<file path="src/rtl/exe_mem_ctrl.sv">
// exe_mem_ctrl: execute-to-bus memory access controller with in-order tracking,
// store lane replication, load extraction/extension and flush cancellation.
module exe_mem_ctrl #(
    parameter int DATA_W = 32,
    parameter int DEPTH  = 2
) (
    input  logic                clk,
    input  logic                rst,
    input  logic                req_valid,
    output logic                req_ready,
    input  logic                req_wr,
    input  logic [1:0]          req_size,
    input  logic                req_sext,
    input  logic [31:0]         req_addr,
    input  logic [DATA_W-1:0]   req_wdata,
    input  logic                flush,
    output logic                data_req,
    output logic                data_wr,
    output logic [1:0]          data_size,
    output logic [31:0]         data_addr,
    output logic [DATA_W/8-1:0] data_wstrb,
    output logic [DATA_W-1:0]   data_wdata,
    input  logic                data_addr_ok,
    input  logic                data_data_ok,
    input  logic [DATA_W-1:0]   data_rdata,
    output logic                resp_valid,
    input  logic                resp_ready,
    output logic [DATA_W-1:0]   resp_data,
    output logic                resp_ale
);
    localparam int SW = DATA_W / 8;
    localparam int OW = $clog2(SW);
    localparam int PW = $clog2(DEPTH);
    localparam int CW = PW + 1;
    localparam logic [CW:0] DEPTH_V = DEPTH;

    typedef struct packed {
        logic              done;
        logic              err;
        logic              wr;
        logic              sext;
        logic [1:0]        size;
        logic [OW-1:0]     off;
        logic [DATA_W-1:0] data;
    } ent_t;

    ent_t              ent_q [DEPTH];
    ent_t              ent_d [DEPTH];
    ent_t              head_e;
    logic [PW-1:0]     head_q, head_d, tail_q, tail_d, tgt, idx;
    logic [CW-1:0]     cnt_q, cnt_d, cancel_q, cancel_d, nout;
    logic              has_tgt, aligned, slot_free, accept, pop, sbit;
    logic [2:0]        amask;
    logic [15:0]       strb_w;
    logic [DATA_W-1:0] shifted, msk;

    always_comb begin
        amask      = (3'd1 << req_size) - 3'd1;
        aligned    = (req_addr[2:0] & amask) == 3'd0;
        slot_free  = ({1'b0, cnt_q} + {1'b0, cancel_q}) < DEPTH_V;
        data_req   = req_valid & aligned & ~flush & slot_free;
        req_ready  = slot_free & ~flush & (~aligned | data_addr_ok);
        accept     = req_valid & req_ready;
        data_wr    = req_wr;
        data_size  = req_size;
        data_addr  = req_addr;
        strb_w     = ((16'd1 << (5'd1 << req_size)) - 16'd1) << req_addr[OW-1:0];
        data_wstrb = req_wr ? strb_w[SW-1:0] : '0;
        data_wdata = req_size == 2'd0 ? {SW{req_wdata[7:0]}} :
                     req_size == 2'd1 ? {(SW/2){req_wdata[15:0]}} :
                     req_size == 2'd2 ? {(SW/4){req_wdata[31:0]}} : req_wdata;
        // load extraction: shift the addressed bytes down, then mask and extend
        head_e     = ent_q[head_q];
        resp_valid = (cnt_q != '0) & head_e.done;
        resp_ale   = resp_valid & head_e.err;
        shifted    = head_e.data >> {head_e.off, 3'b000};
        msk        = head_e.size == 2'd0 ? DATA_W'(8'hFF) :
                     head_e.size == 2'd1 ? DATA_W'(16'hFFFF) :
                     head_e.size == 2'd2 ? DATA_W'(32'hFFFF_FFFF) : '1;
        sbit       = head_e.size == 2'd0 ? shifted[7] : head_e.size == 2'd1 ? shifted[15] : shifted[31];
        resp_data  = (resp_valid & ~head_e.err & ~head_e.wr) ?
                     ((shifted & msk) | ((head_e.sext & sbit) ? ~msk : '0)) : '0;
        pop        = resp_valid & resp_ready;
        // oldest bus entry still awaiting data, plus the issued-but-unreturned count
        nout    = '0;
        has_tgt = 1'b0;
        tgt     = head_q;
        idx     = head_q;
        for (int i = 0; i < DEPTH; i++) begin
            idx = head_q + PW'(i);
            if (CW'(i) < cnt_q && !ent_q[idx].done) begin
                nout = nout + CW'(1);
                if (!has_tgt) begin
                    has_tgt = 1'b1;
                    tgt     = idx;
                end
            end
        end
        ent_d    = ent_q;
        head_d   = head_q;
        tail_d   = tail_q;
        cnt_d    = cnt_q;
        cancel_d = cancel_q;
        if (flush) begin
            head_d   = '0;
            tail_d   = '0;
            cnt_d    = '0;
            cancel_d = cancel_q + nout - CW'(data_data_ok & (cancel_q != '0 | nout != '0));
        end else begin
            if (data_data_ok) begin
                if (cancel_q != '0) begin
                    cancel_d = cancel_q - CW'(1);
                end else if (has_tgt) begin
                    ent_d[tgt].done = 1'b1;
                    ent_d[tgt].data = data_rdata;
                end
            end
            if (pop) head_d = head_q + PW'(1);
            if (accept) begin
                ent_d[tail_q].done = ~aligned;
                ent_d[tail_q].err  = ~aligned;
                ent_d[tail_q].wr   = req_wr;
                ent_d[tail_q].sext = req_sext;
                ent_d[tail_q].size = req_size;
                ent_d[tail_q].off  = req_addr[OW-1:0];
                ent_d[tail_q].data = '0;
                tail_d             = tail_q + PW'(1);
            end
            cnt_d = cnt_q + CW'(accept) - CW'(pop);
        end
    end

    always_ff @(posedge clk or posedge rst) begin
        if (rst) begin
            head_q   <= '0;
            tail_q   <= '0;
            cnt_q    <= '0;
            cancel_q <= '0;
            for (int i = 0; i < DEPTH; i++) ent_q[i] <= '0;
        end else begin
            head_q   <= head_d;
            tail_q   <= tail_d;
            cnt_q    <= cnt_d;
            cancel_q <= cancel_d;
            ent_q    <= ent_d;
        end
    end
endmodule

</file>
<file path="config.mk">
export PLATFORM = sky130hd
export DESIGN_NAME = exe_mem_ctrl
export DESIGN_NICKNAME = d
export VERILOG_FILES = /design/src/rtl/exe_mem_ctrl.sv
export SDC_FILE = /design/constraint.sdc
export NUM_CORES = 1
export LEC_CHECK = 0
export ABC_AREA = 1
export CORE_AREA = 10 10 110 161
export CTS_CLUSTER_DIAMETER = 80
export DETAILED_ROUTE_END_ITERATION = 16
export DIE_AREA = 0 0 120 171
export PLACE_DENSITY = 0.91
export SLEW_MARGIN = 20
export SYNTH_ARGS = -nofsm -noshare
export SYNTH_HDL_FRONTEND = slang
export SYNTH_SLANG_ARGS = --single-unit
</file>
<file path="constraint.sdc">
create_clock -name clk -period 3.8 [get_ports clk]
set_input_delay 0.76 -clock clk [delete_from_list [all_inputs] [get_ports clk]]
set_output_delay 0.76 -clock clk [all_outputs]
set_load 0.01 [all_outputs]
</file>
==> impl_summary.md, run 1 <==
Layout
At the end of the flow, the number of nets in the layout was 1,293. The final-layout fill cell count is 1,349. The finished cells cover 8670 µm². In the final layout, the share of cells above drive strength 1 is 0.0721.

The library cell used most frequently in the layout, excluding fill and tap cells, is sky130_fd_sc_hd__nand2_1. The final cell count without fillers is 1,378. The final antenna diode count is 0. The area growth from synthesis to layout is 25.1%. The top cell types in the final layout, fill and taps aside, are 394 x sky130_fd_sc_hd__nand2_1, 153 x sky130_fd_sc_hd__inv_1, 152 x sky130_fd_sc_hd__clkdlybuf4s50_1.

Critical path
Along the worst path, the maximum fanout reaches 11. The number of cells traversed by the worst register-to-register path is 11. The critical path is of the in2out type. The startpoint type of the worst setup path is a primary input.

The end of the worst register-to-register path is ent_q[63]$_DFFE_PP0N_. The setup check on the worst reg-to-reg path leaves a slack of 940 ps. The required time at the endpoint of the critical path is 3040 ps. Data on the critical path arrives at its endpoint at 2860 ps. The nature of the critical path endpoint is a primary output. The launch instance of the worst register-to-register path is head_q$_DFFE_PP0P_.

CTS
The buffer depth of the longest clock path is 2. The insertion delay to the later sink of the worst-skew pair is 350 ps. The TritonCTS clock tree is built. The number of levels the H-tree was split into is 3. The cell at the root of the clock tree is sky130_fd_sc_hd__clkbuf_16. The number of buffers added by the clock tree synthesis step is 9.

The number of hold buffers added after cts is 0. The number of clock sinks is 86. The clock transition at the register clock pins on the worst setup and hold paths after CTS is 60 ps.

Logic synthesis
The commonest register cell after synthesis is sky130_fd_sc_hd__dfrtp_1. The simple-gate portion of the synthesized area is 0.385. After synthesis, the largest family of logic cells by area is simple AND/OR/NAND/NOR gates. Counting flops and latches in the post-synthesis netlist gives 86. The number of warning messages in the yosys log is 0.

Of the total synthesized cell area, the portion taken by XOR and XNOR cells is 0.00632. The number of different library cells in the post-synthesis netlist is 41. The post-synthesis net count is 1,207. The mean instance size in the synthesized netlist is 6.37 µm². The post-synthesis share of cell area spent on full adders, half adders and majority gates is 0.0228. The post-synthesis compound-gate area fraction is 0.0923. After synthesis, the share of flip-flops with an asynchronous set or reset is 1.00. After synthesis, the share of cell area in mux cells is 0. The number of synthesized flops with an enable pin is 0. In this run the cell area of the synthesized design comes to 6930 µm². Synthesis handed over a netlist of 1,088 instances. The sequential element share of the synthesized area is 0.311.

Job
Max-cap violations in this run came to 0.

GRT
Entering global routing, the biggest net connects 70 pins. The first-pass GRT wire length is 36.3 mm. Global routing finished with a remaining overflow of 0. The overall track demand over capacity in global routing is 0.214. The initial antenna violation count is 0.

The via count of the first global-routing pass was 7,576.

Die
The horizontal die dimension is 120 µm. The total number of placement rows is 55. Measured along the y axis, the die boundary spans 171 µm. The core area is 14,900 µm². The top-level I/O count is 214. For this configuration, the core starts out at a cell density of 0.464. The die outline area is 20,500 µm².

Min path
The worst hold endpoint is ent_q[78]$_DFFE_PP0P_. The instance count along the most critical hold path is 2. The tightest min-delay check is of the reg2reg type. The source of the worst hold timing path is ent_q[78]$_DFFE_PP0P_.

Route
Dividing the detail-routed via count by the number of cells gives 5.41. The total detailed-routing wirelength is 22.3 mm. The detail route stage leaves a number of antenna-violating nets equal to 0. For this block, the initial DRC count from the detailed router was 677. The detail-routed net length per standard cell is 16.2 µm.

In the routed design, unresolved DRC markers number 0. The first-pass iteration count of the detailed router is 6. The total via count in the routed design is 7,453.

Timing
Setup repair after global routing left no endpoint under its margin. The maximum clock rate is 276 MHz. The clock period minus worst slack is 3620 ps.

The count of final setup violators is 0. For the pin with the worst max-slew slack, the measured transition is 912 ps. The setup skew after layout is 9.48 ps.

The final max-slew violation count is 0. The final period utilization is 0.953. The count of endpoints failing hold in the final timing report is 0.

The slack of the critical path is 179 ps. The worst pin sits at a relative slew slack of 0.391. For the final routed database, the setup TNS stands at 0 ps.

Place
The placed instances occupy a cell area of 8280 µm². Timing analysis after detailed placement gives a worst setup slack of 56.6 ps. In this run, placement finished with an instance count of 1,360. Routability-driven placement finished with a final weighted congestion of 1.00.

Detailed placement ended at an HPWL of 16.4 mm. The total of buffers placed on input and output ports is 155.

Power and ir drop
In this run the power density over the cells is 604 nW/µm². The worst IR drop on VDD is 0.290 mV. The standby leakage power is 0.00451 µW.

Run status
The run finished with clean final reports.
==> worst max-delay path, cell delays in order <==
cell and delay [ps]:
sky130_fd_sc_hd__clkdlybuf4s50_1 470, sky130_fd_sc_hd__buf_4 210, sky130_fd_sc_hd__nor2_4 110, sky130_fd_sc_hd__inv_2 70, sky130_fd_sc_hd__ha_1 300, sky130_fd_sc_hd__or2_1 130
sky130_fd_sc_hd__nand3_1 120, sky130_fd_sc_hd__nor2_1 120, sky130_fd_sc_hd__clkdlybuf4s50_1 560
==> how the worst max path moves through the flow <==
stage,cells after the start,startpoint,end
global route,9,req_size[1],data_req
global placement,10,req_size[0],req_ready
floorplan,1,rst,cancel_q[0]$_DFFE_PP0P_
CTS,10,req_size[0],req_ready
finish,9,req_size[1],data_req
detailed placement,10,req_size[0],req_ready
==> registers in the layout, indices dropped and copies added (netlist names) <==
name,flops
tail_q,1
cnt_q,2
head_q,1
cancel_q,2
ent_q,80
==> cells in the mapped netlist, types with 4 or more instances <==
| master | instances | area share |
|---|---|---|
| sky130_fd_sc_hd__a21oi_1 | 15 | 0.011 |
| sky130_fd_sc_hd__buf_1 | 6 | 0.0033 |
| sky130_fd_sc_hd__buf_2 | 23 | 0.017 |
| sky130_fd_sc_hd__buf_4 | 48 | 0.052 |
| sky130_fd_sc_hd__buf_6 | 7 | 0.011 |
| sky130_fd_sc_hd__clkbuf_1 | 22 | 0.012 |
| sky130_fd_sc_hd__dfrtp_1 | 86 | 0.31 |
| sky130_fd_sc_hd__ha_1 | 11 | 0.020 |
| sky130_fd_sc_hd__inv_1 | 154 | 0.083 |
| sky130_fd_sc_hd__inv_2 | 5 | 0.0027 |
| sky130_fd_sc_hd__nand2_1 | 394 | 0.21 |
| sky130_fd_sc_hd__nand2_2 | 6 | 0.0054 |
| sky130_fd_sc_hd__nand3_1 | 122 | 0.088 |
| sky130_fd_sc_hd__nand4_1 | 36 | 0.033 |
| sky130_fd_sc_hd__nor2_1 | 22 | 0.012 |
| sky130_fd_sc_hd__nor2_2 | 10 | 0.0090 |
| sky130_fd_sc_hd__nor3_1 | 4 | 0.0029 |
| sky130_fd_sc_hd__o211ai_1 | 19 | 0.021 |
| sky130_fd_sc_hd__o21ai_0 | 57 | 0.041 |
| sky130_fd_sc_hd__o21ai_1 | 7 | 0.0051 |
==> final cells by class <==
cell class | instances | area [µm²] | area share
flip-flops and latches | 86 | 2150 | 0.248
well taps | 199 | 249 | 0.0287
repair buffers | 181 | 1780 | 0.206
clock inverters | 6 | 116 | 0.0134
multi-input cells | 734 | 3510 | 0.406
clock buffers | 10 | 239 | 0.0276
inverters | 162 | 609 | 0.0703
==> cell families (layout without fill, tap and decap cells) <==
group / Yosys count / count (layout)
and+or+nand+nor: 608 / 608
buffers and inverters: 268 / 359
AOI/OAI and AO/OA: 109 / 109
DFF: 86 / 86
adders and majority gates: 12 / 12
xor gates and xnor gates: 5 / 5
==> through the flow <==
stage	total power, µW	hold WS, ps	utilization
after floorplan	3360	444	-
after global placement	4020	461	0.555
after detailed placement	4120	465	0.555
after CTS	5210	481	0.579
after global routing	5660	502	0.580
final	5230	478	0.580
==> per-layer routing <==
metal / part of all wire / up-vias / GRT usage
met5: 0 / - / 0
met4: 0.050 / 0 / 0.134
met3: 0.11 / 76 / 0.0745
met2: 0.48 / 465 / 0.362
met1: 0.35 / 3366 / 0.224
li1: - / 3546 / -
==> repair_timing <==
action / CTS / global route
setup buffers: 2 / 0
cloned: 0 / 0
setup endpoints to repair: 16 / 19
resized for setup: 0 / 6
==> power breakdown <==
part	internal, µW	switching, µW	total [µW]
Combinational	965	1720	2680
Sequential	1250	234	1490
Clock	667	394	1060
Total	2890	2350	5230
No activity file was read; power rests on OpenSTA's default activity.
==> run 2: changes to the inputs <==
--- a/config.mk
+++ b/config.mk
@@ -11,7 +11,6 @@
 export DETAILED_ROUTE_END_ITERATION = 16
 export DIE_AREA = 0 0 120 171
 export PLACE_DENSITY = 0.91
-export SLEW_MARGIN = 20
 export SYNTH_ARGS = -nofsm -noshare
 export SYNTH_HDL_FRONTEND = slang
 export SYNTH_SLANG_ARGS = --single-unit
==> results of run 2 <==
Same layout as run 1: the final DEF is identical, and so are final timing and power.
==> run 3: changes to the inputs <==
--- a/config.mk
+++ b/config.mk
@@ -10,6 +10,7 @@
 export CTS_CLUSTER_DIAMETER = 80
 export DETAILED_ROUTE_END_ITERATION = 16
 export DIE_AREA = 0 0 120 171
+export GPL_TIMING_DRIVEN = 0
 export PLACE_DENSITY = 0.91
 export SYNTH_ARGS = -nofsm -noshare
 export SYNTH_HDL_FRONTEND = slang
==> run 3 against run 2 <==
  * Non-clock buffer count grew 112
  * Wire length grew 15%
  * Sequential share of layout area shrank 1.9 points
  * Clock power shrank 9%
  * Total power grew 2.0%
  * Clock skew grew 10 ps
  * Hold slack gained 5.4 ps
  * Critical path depth grew 2
  * Final area grew 8.3%
  * Sequential power is essentially flat
  * Utilization grew 4.8 points
  * Die area is the same
==> impl_summary.md, run 3 (synthesis results as in run 1) <==
CTS
The number of buffers added by the clock tree synthesis step came to 9 (unchanged). The number of hold buffers added after cts is 0 (unchanged). The cell at the root of the clock tree is sky130_fd_sc_hd__clkbuf_16. The clock transition at the register clock pins on the worst setup and hold paths after CTS came to 70 ps (about the same). The TritonCTS clock tree is built. The buffer depth of the longest clock path is 2 (unchanged). The insertion delay to the later sink of the worst-skew pair is 360 ps (about the same).

The number of clock sinks is 86 (unchanged). The number of levels the H-tree was split into was 3 (unchanged).

Run status
The flow ran to the end, and the final reports show no timing, DRC or antenna violations.

Die
The top-level I/O count is 214 (unchanged). The die outline area is 20,500 µm² (unchanged). The effective utilization at floorplan is 0.464 (unchanged). The total number of placement rows is 55 (unchanged). The horizontal die dimension is 120 µm (unchanged). The die height is 171 µm (unchanged). The core area is 14,900 µm² (unchanged).

Job
The number of max-cap violations is 0 (unchanged).

Min path
The path category of the worst min-delay check is reg2reg.

Route
The violation count after the first detailed-routing iteration is 602 (-11%). The detail-routed net length per standard cell is 17.3 µm (+6.8%). The antenna violation net count after detailed routing was 0 (unchanged). The detailed-route vias per instance is 5.29 (-2.1%). The first-pass iteration count of the detailed router is 6 (unchanged). The total via count in the routed design is 7,887 (+5.8%). The DRC violations left is 0 (unchanged). The total detailed-routing wirelength came to 25.7 mm (+15%).

GRT
The global route total overflow is 0 (unchanged). The first-pass GRT wire length is 40.1 mm (+11%). The largest net degree at the start of global routing came to 66 (-5.7%).

The initial antenna violation count came to 0 (unchanged). The via count of the first global-routing pass is 8,073 (+6.6%). The overall track demand over capacity in global routing is 0.243 (+0.0283).

Layout
The combined area of the multi-input logic cells is 3510 µm² (-0.14%). The final-layout fill cell count is 1,303 (-3.4%). The final antenna diode count is 0 (unchanged). The largest registers in the layout are ent_q (80), cancel_q (2), cnt_q (2). Counting flops per register, the top entry is ent_q. The net count of the finished layout is 1,405 (+8.7%).

The proportion of layout cells with a drive suffix above 1 was 0.108 (+0.0356). The flip-flop count of the largest register after layout is 80 (unchanged). The area growth from synthesis to layout is 35.5%.

The register area was 2150 µm² (about the same). The library cell used most frequently in the layout, excluding fill and tap cells, is sky130_fd_sc_hd__nand2_1. The final cell count without fillers is 1,490 (+8.1%). Leaving out fill and tap cells, the most frequent cells in the layout are 394 x sky130_fd_sc_hd__nand2_1, 178 x sky130_fd_sc_hd__clkdlybuf4s50_1, 153 x sky130_fd_sc_hd__inv_1.

Critical path
The nature of the critical path endpoint is a primary output. The required time at the endpoint of the critical path is 3040 ps (about the same). The data arrival time of the critical path is 2930 ps (+70 ps).

The worst setup path is launched from a flop. The highest net fanout along the worst path is 10 (-1). The critical path is of the reg2out type.

Timing
The maximum clock rate was 271 MHz (-1.9%). The final period utilization came to 0.971 (+0.0186). The final max-slew violation count was 0 (unchanged). The worst-case hold slack is 484 ps (+5.44 ps).

The count of endpoints failing hold in the final timing report is 0 (unchanged). The pin slew with the least headroom to its limit was 644 ps (-268 ps). Setup repair after global routing left no endpoint under its margin.

The headroom to the max-slew limit is 0.571 (+0.180). The setup skew after layout is 19.7 ps (+10.2 ps). The count of final setup violators is 0 (unchanged). The clock period minus worst slack is 3690 ps (+70.8 ps).

Place
The placed wire-length estimate is 20.5 mm (+25%). The global placement routability congestion is 1.04 (+4.1%). The total of buffers placed on input and output ports is 183 (+18%). The count of placed standard cells including taps is 1,471 (+8.2%).

Power and ir drop
The total power divided by cell area is 569 nW/µm² (-5.8%). The standby leakage power is 0.00489 µW (+8.4%). The worst IR drop on VDD is 0.310 mV (+7.0%).
-- run 3: final cells by class --
class | instances | area share
Multi-Input combinational cell | 734 | 0.374
Sequential cell | 86 | 0.229
Timing Repair Buffer | 187 | 0.201
Buffer | 106 | 0.0707
Inverter | 162 | 0.0652
Clock buffer | 11 | 0.0269
Tap cell | 199 | 0.0265
Clock inverter | 5 | 0.00680
-- run 3: what timing repair did --
action,4_1_cts,5_1_grt
setup buffers,3,0
endpoints found under the setup margin,6,2
resized for setup,7,2
-- run 3: power breakdown --
group	switching, µW	internal (µW)	leakage [µW]
clock	413	552	0.000153
combinational	1840	1040	0.00359
sequential	242	1250	0.00114
total	2490	2840	0.00489
-- run 3: stage by stage --
step	power [µW]	instance area, µm²	utilization	TNS, ps	setup WS (ps)
floorplan	3360	6930	-	0	818
global placement	4210	9010	0.603	-55590	-639
detailed placement	4290	9040	0.605	-1780	-543
CTS	5270	9380	0.628	0	40.3
global route	5700	9390	0.628	0	0.787
finish	5340	9390	0.628	0	108
-- run 3: worst paths after layout --
kind / to / cells past startpoint / slack, ps / from
max: resp_data[12] / 11 / 110 / head_q$_DFFE_PP0P_
min: ent_q[41]$_DFFE_PP0N_ / 2 / 480 / ent_q[41]$_DFFE_PP0N_
max reg2reg: ent_q[61]$_DFFE_PP0N_ / 12 / 1010 / head_q$_DFFE_PP0P_
min reg2reg: ent_q[41]$_DFFE_PP0N_ / 2 / 480 / ent_q[41]$_DFFE_PP0N_
max in group asynchronous: ent_q[3]$_DFFE_PP0N_ / 3 / 2440 / rst
min in group asynchronous: ent_q[55]$_DFFE_PP0N_ / 2 / 730 / rst
-- run 3: critical path, cell delays in order (launching register included) --
cell and delay, ps:
sky130_fd_sc_hd__dfrtp_1 400, sky130_fd_sc_hd__buf_6 150, sky130_fd_sc_hd__buf_6 150, sky130_fd_sc_hd__buf_4 180
sky130_fd_sc_hd__buf_2 190, sky130_fd_sc_hd__o21ai_0 440, sky130_fd_sc_hd__nand2_1 100, sky130_fd_sc_hd__nand3_1 80
sky130_fd_sc_hd__o21ai_0 110, sky130_fd_sc_hd__a21oi_1 160, sky130_fd_sc_hd__nor3_1 70, sky130_fd_sc_hd__clkdlybuf4s50_1 520
-- run 3: layer usage --
metal	global-route usage	share of wire	vias to the layer above	wire, µm
met5	0	0	-	0
met4	0.177	0.069	0	1770
met3	0.0815	0.10	97	2650
met2	0.424	0.49	478	12500
met1	0.233	0.34	3536	8750
li1	-	-	3776	-
